[config.mk]
export PLATFORM = sky130hd
export DESIGN_NAME = video_timing_gen
export DESIGN_NICKNAME = d
export VERILOG_FILES = /design/src/rtl/video_timing_gen.sv
export SDC_FILE = /design/constraint.sdc
export NUM_CORES = 1
export LEC_CHECK = 0
export ABC_AREA = 1
export CAP_MARGIN = 20
export CORE_MARGIN = 4
export CORE_UTILIZATION = 60
export DETAILED_ROUTE_END_ITERATION = 8
export DONT_BUFFER_PORTS = 1
export PLACE_DENSITY = 0.75
export SYNTH_ARGS = -nofsm -noshare
export SYNTH_HDL_FRONTEND = slang
export SYNTH_SLANG_ARGS = --single-unit
[constraint.sdc]
create_clock -name clk -period 1.8 [get_ports clk]
set_clock_uncertainty 0.15 [all_clocks]
set_input_delay 0.27 -clock clk [delete_from_list [all_inputs] [get_ports clk]]
set_output_delay 0.27 -clock clk [all_outputs]
set_load 0.1 [all_outputs]
[src/rtl/video_timing_gen.sv]
// Raster timing generator: free-running h/v counters advanced by a pixel-clock
// enable, with sync, data-enable, position and start-of-line/frame outputs all registered.
module video_timing_gen #(
    parameter int H_ACTIVE   = 640,
    parameter int H_FP       = 16,
    parameter int H_SYNC     = 96,
    parameter int H_BP       = 48,
    parameter int V_ACTIVE   = 480,
    parameter int V_FP       = 10,
    parameter int V_SYNC     = 2,
    parameter int V_BP       = 33,
    parameter int SYNC_POL   = 0,
    parameter int COUNT_BITS = 12
) (
    input  logic                  clk,
    input  logic                  reset,
    input  logic                  en,
    output logic                  hsync,
    output logic                  vsync,
    output logic                  de,
    output logic [COUNT_BITS-1:0] x,
    output logic [COUNT_BITS-1:0] y,
    output logic                  line_start,
    output logic                  frame_start
);

    localparam int H_TOTAL = H_ACTIVE + H_FP + H_SYNC + H_BP;
    localparam int V_TOTAL = V_ACTIVE + V_FP + V_SYNC + V_BP;

    localparam logic [COUNT_BITS-1:0] C_ZERO    = {COUNT_BITS{1'b0}};
    localparam logic [COUNT_BITS-1:0] C_ONE     = {{(COUNT_BITS-1){1'b0}}, 1'b1};
    localparam logic [COUNT_BITS-1:0] H_LAST    = COUNT_BITS'(H_TOTAL - 1);
    localparam logic [COUNT_BITS-1:0] V_LAST    = COUNT_BITS'(V_TOTAL - 1);
    localparam logic [COUNT_BITS-1:0] H_ACT     = COUNT_BITS'(H_ACTIVE);
    localparam logic [COUNT_BITS-1:0] V_ACT     = COUNT_BITS'(V_ACTIVE);
    localparam logic [COUNT_BITS-1:0] H_SYNC_LO = COUNT_BITS'(H_ACTIVE + H_FP);
    localparam logic [COUNT_BITS-1:0] H_SYNC_HI = COUNT_BITS'(H_ACTIVE + H_FP + H_SYNC);
    localparam logic [COUNT_BITS-1:0] V_SYNC_LO = COUNT_BITS'(V_ACTIVE + V_FP);
    localparam logic [COUNT_BITS-1:0] V_SYNC_HI = COUNT_BITS'(V_ACTIVE + V_FP + V_SYNC);
    localparam logic SYNC_ON = (SYNC_POL != 0) ? 1'b1 : 1'b0;

    logic [COUNT_BITS-1:0] r_h;
    logic [COUNT_BITS-1:0] r_v;
    logic                  r_hsync;
    logic                  r_vsync;
    logic                  r_de;
    logic [COUNT_BITS-1:0] r_x;
    logic [COUNT_BITS-1:0] r_y;
    logic                  r_line_start;
    logic                  r_frame_start;

    logic w_h_last;
    logic w_v_last;
    logic w_h_active;
    logic w_v_active;
    logic w_h_in_sync;
    logic w_v_in_sync;

    assign w_h_last    = (r_h == H_LAST);
    assign w_v_last    = (r_v == V_LAST);
    assign w_h_active  = (r_h < H_ACT);
    assign w_v_active  = (r_v < V_ACT);
    assign w_h_in_sync = (r_h >= H_SYNC_LO) && (r_h < H_SYNC_HI);
    assign w_v_in_sync = (r_v >= V_SYNC_LO) && (r_v < V_SYNC_HI);

    // Counter advance and output registration; outputs describe the position the counters held before the edge.
    always_ff @(posedge clk) begin
        if (reset) begin
            r_h           <= C_ZERO;
            r_v           <= C_ZERO;
            r_hsync       <= ~SYNC_ON;
            r_vsync       <= ~SYNC_ON;
            r_de          <= 1'b0;
            r_x           <= C_ZERO;
            r_y           <= C_ZERO;
            r_line_start  <= 1'b0;
            r_frame_start <= 1'b0;
        end else if (en) begin
            r_hsync       <= w_h_in_sync ? SYNC_ON : ~SYNC_ON;
            r_vsync       <= w_v_in_sync ? SYNC_ON : ~SYNC_ON;
            r_de          <= w_h_active && w_v_active;
            r_x           <= r_h;
            r_y           <= r_v;
            r_line_start  <= (r_h == C_ZERO);
            r_frame_start <= (r_h == C_ZERO) && (r_v == C_ZERO);
            if (w_h_last) begin
                r_h <= C_ZERO;
                r_v <= w_v_last ? C_ZERO : (r_v + C_ONE);
            end else begin
                r_h <= r_h + C_ONE;
                r_v <= r_v;
            end
        end else begin
            // Pulses mark enabled edges only, so they drop while the enable is low.
            r_line_start  <= 1'b0;
            r_frame_start <= 1'b0;
        end
    end

    assign hsync       = r_hsync;
    assign vsync       = r_vsync;
    assign de          = r_de;
    assign x           = r_x;
    assign y           = r_y;
    assign line_start  = r_line_start;
    assign frame_start = r_frame_start;

endmodule

==> impl_results.md <==
* Final TNS setup at 0 ps
* Class of the most critical setup path: register to register
* Antenna violations before repair at 0
* Synth unique cells at 31
* Design area at 0.00289 mm^2
* PortBufs at 0
* Mapped Area at 0.00252 mm^2
* Slew Limit Fails at 0
* Hold EP: y[1]$_SDFFE_PP0P_
* Seq/Total Area, Yosys at 42.1%
* Placer Congestion at 0.956
* Largest net degree at the start of global routing at 29
* Die Width at 72.8 um
* Row count at 23
* Total power at 0.00239 W
* Max Cap Violations at 0
* Startpoint class of the critical path: register
* Total leakage power at 1.23 nW
* Vias in the first global route at 2222
* Fraction of layout instances using a drive strength above 1 at 16.9%
* # fillers at 326
* Critical path arrival at 1730 ps
* Total GRT Usage at 24.6%
* DRC viols at 0
* Global-route wire length before repair at 10.2 mm
* DIE AREA at 0.00530 mm^2
* CTS H-tree depth at 2
* CP endpoint kind: register
* Worst Tran Pin Value at 992 ps
* Vias per cell at 5.49
* Routed vias at 2357
* NumNets Final at 385
* Data required time at the worst endpoint at 1890 ps
* Ys Warns at 0
* Hold crit path type: primary input to register
* #FFs+latches synth at 53
* Die Span Y at 72.8 um
* Number of top-level pins at 32
* Placed Cells incl. Taps at 418
* Critical R2R Launch: r_v[1]$_SDFFE_PP0P_
* CTS clk-pin slew, worst paths at 90 ps
* Routed len/inst at 14.2 um
* Initial drt markers at 208
* Clock Latency Late Sink at 310 ps
* Min-delay src: en
* FF-to-FF setup slack at 160 ps
* Final setup viols at 0
* Register Area at 0.00106 mm^2
* Power Density at 825 mW/mm^2
* RSZ-0062 raised after global routing: no
* Final hold violations at 0
* Placed Area at 0.00274 mm^2
* FF-to-FF End: r_v[6]$_SDFFE_PP0P_
* Syn-to-layout area delta at 14.8%
* Core Box Area at 0.00403 mm^2
* Starting density of the core at 62.6%
* Clock sinks at 53
* Total grt overflow at 0
* Syn Area/Cell at 7.14 um^2
* Routed Antenna Nets at 0
* CTS tree: done
* TritonCTS Buffers at 5
* DP HPWL at 4.07 mm
* Root buffer selected by CTS: clkbuf_8
* Syn Inst Count at 353
* F_max at 611 MHz
* Worst hold stages at 2
* CP Max Fanout at 5
* DR pass1 iterations at 7
* WL final at 6.08 mm
* Max transition margin at 33.9%
* Peak VDD IR at 0.557 mV
* R2R cell count at 6
* Multi-input gate area at 0.00127 mm^2
* Status: completed
* Finished Layout Cells at 429
* Antenna Cells at 0
* CTS Buffer Depth at 2
* Final period demand of the worst path at 1640 ps
* Post-CTS setup buffers at 0
* Final period util at 90.9%
* Syn Nets at 360
[worst max-delay path, stage by stage, from the launching register on]
cell and delay (ps):
dfxtp_1 430, ha_1 280, nand3_1 150, nor2_1 180, xor2_1 170, nand2_1 70, a21oi_1 130
[timing repair]
item | CTS | global route
hold endpoints to repair | 43 | 0
endpoints found under the setup margin | 0 | 15
hold buffers | 3 | 0
gates resized for setup | 0 | 4
[layer usage]
layer | track usage, % | up-vias | part of all wire (%)
li1 | - | 1197 | -
met1 | 32.8 | 1054 | 46
met2 | 39.8 | 94 | 44
met3 | 5.10 | 12 | 8.1
met4 | 8.20 | 0 | 1.8
met5 | 0 | - | 0
[how the worst max path moves through the flow]
stage / start / endpoint / slack, ps / cells after the start
floorplan: r_h[0]$_SDFFE_PP0P_ / r_v[1]$_SDFFE_PP0P_ / 270 / 10
global placement: r_h[0]$_SDFFE_PP0P_ / r_v[1]$_SDFFE_PP0P_ / 210 / 10
detailed placement: r_h[0]$_SDFFE_PP0P_ / r_v[1]$_SDFFE_PP0P_ / 150 / 10
CTS: r_h[0]$_SDFFE_PP0P_ / r_v[5]$_SDFFE_PP0P_ / 100 / 6
global route: r_v[1]$_SDFFE_PP0P_ / r_v[6]$_SDFFE_PP0P_ / 20 / 6
finish: r_v[1]$_SDFFE_PP0P_ / r_v[6]$_SDFFE_PP0P_ / 160 / 6
[power by group]
part,internal (W),switching [W]
logic,0.0000684,0.000295
registers,0.00121,0.0000149
clock network,0.000418,0.000386
[area by class of cell]
type,count,share of cell area (%)
inverter,32,4.15
timing repair buffer,34,9.17
clock buffer,6,2.51
multi-input combinational,252,43.9
tap,50,2.16
clock inverter,2,1.34
sequential,53,36.7
[kinds of logic (layout without fill, tap and decap cells)]
family	count (synthesis)	in the layout	share of synthesized area [%]
buffers and inverters	48	74	7.84
DFF	53	53	42.1
AOI/OAI and AO/OA	59	59	12.0
and+or+nand+nor	182	182	33.6
xor gates and xnor gates	7	7	2.43
adders and majority gates	4	4	1.99
[synth_stat cells (all sizes together)]
master  instances  share of area [%]
xnor2           2               0.69
a21oi          33                6.6
buf            11                2.3
nor4            1               0.25
xor2            5                1.7
nand2          86                 14
nand4          10                2.7
nor2           59                 11
nor3b           2               0.79
o21ai          22                4.4
dfxtp          53                 42
a211oi          2               0.60
ha              4                2.0
inv            32                4.8
nor3            8                1.8
clkbuf          5               0.74
nand3          16                3.4
o22ai           2               0.50
[cells in the final DEF, fill, tap and decap left out]
cell type	netlist	routed
a211oi_1	2	2
a21oi_1	33	33
buf_4	2	31
bufinv_16	0	1
clkbuf_1	5	1
clkbuf_8	0	5
clkinv_4	0	1
dfxtp_1	53	51
dfxtp_2	0	2
dlygate4sd3_1	0	2
dlymetal6s4s_1	0	1
ha_1	4	4
inv_1	26	26
inv_2	6	6
nand2_1	80	80
nand2_2	3	3
nand2_4	3	3
nand3_1	15	15
nand3_2	1	1
nand4_1	9	9
nand4_4	0	1
nor2_1	51	51
nor2_2	4	4
nor2_4	3	3
nor2_8	1	1
nor3_1	7	7
nor3_2	1	1
nor3b_1	1	1
nor3b_2	1	1
nor4_1	1	1
o21ai_0	20	20
o21ai_1	2	2
o22ai_1	2	2
xnor2_1	2	2
xor2_1	5	5
[through the flow]
stage	worst slack [ps]	util (%)	hold slack, ps
6_report	164	71.8	7.77
5_1_grt	15.0	71.8	6.63
4_1_cts	104	71.5	4.45
3_5_place_dp	149	68.0	195
3_3_place_gp	213	68.0	192
2_1_floorplan	273	-	198
[state kept, by name (all words and copies together), names as in the netlist]
name and cells:
hsync 1, r_v 12, x 12, y 12, r_h 12, frame_start 1, vsync 1, de 1
line_start 1
Power figures use the tool's default switching activity.
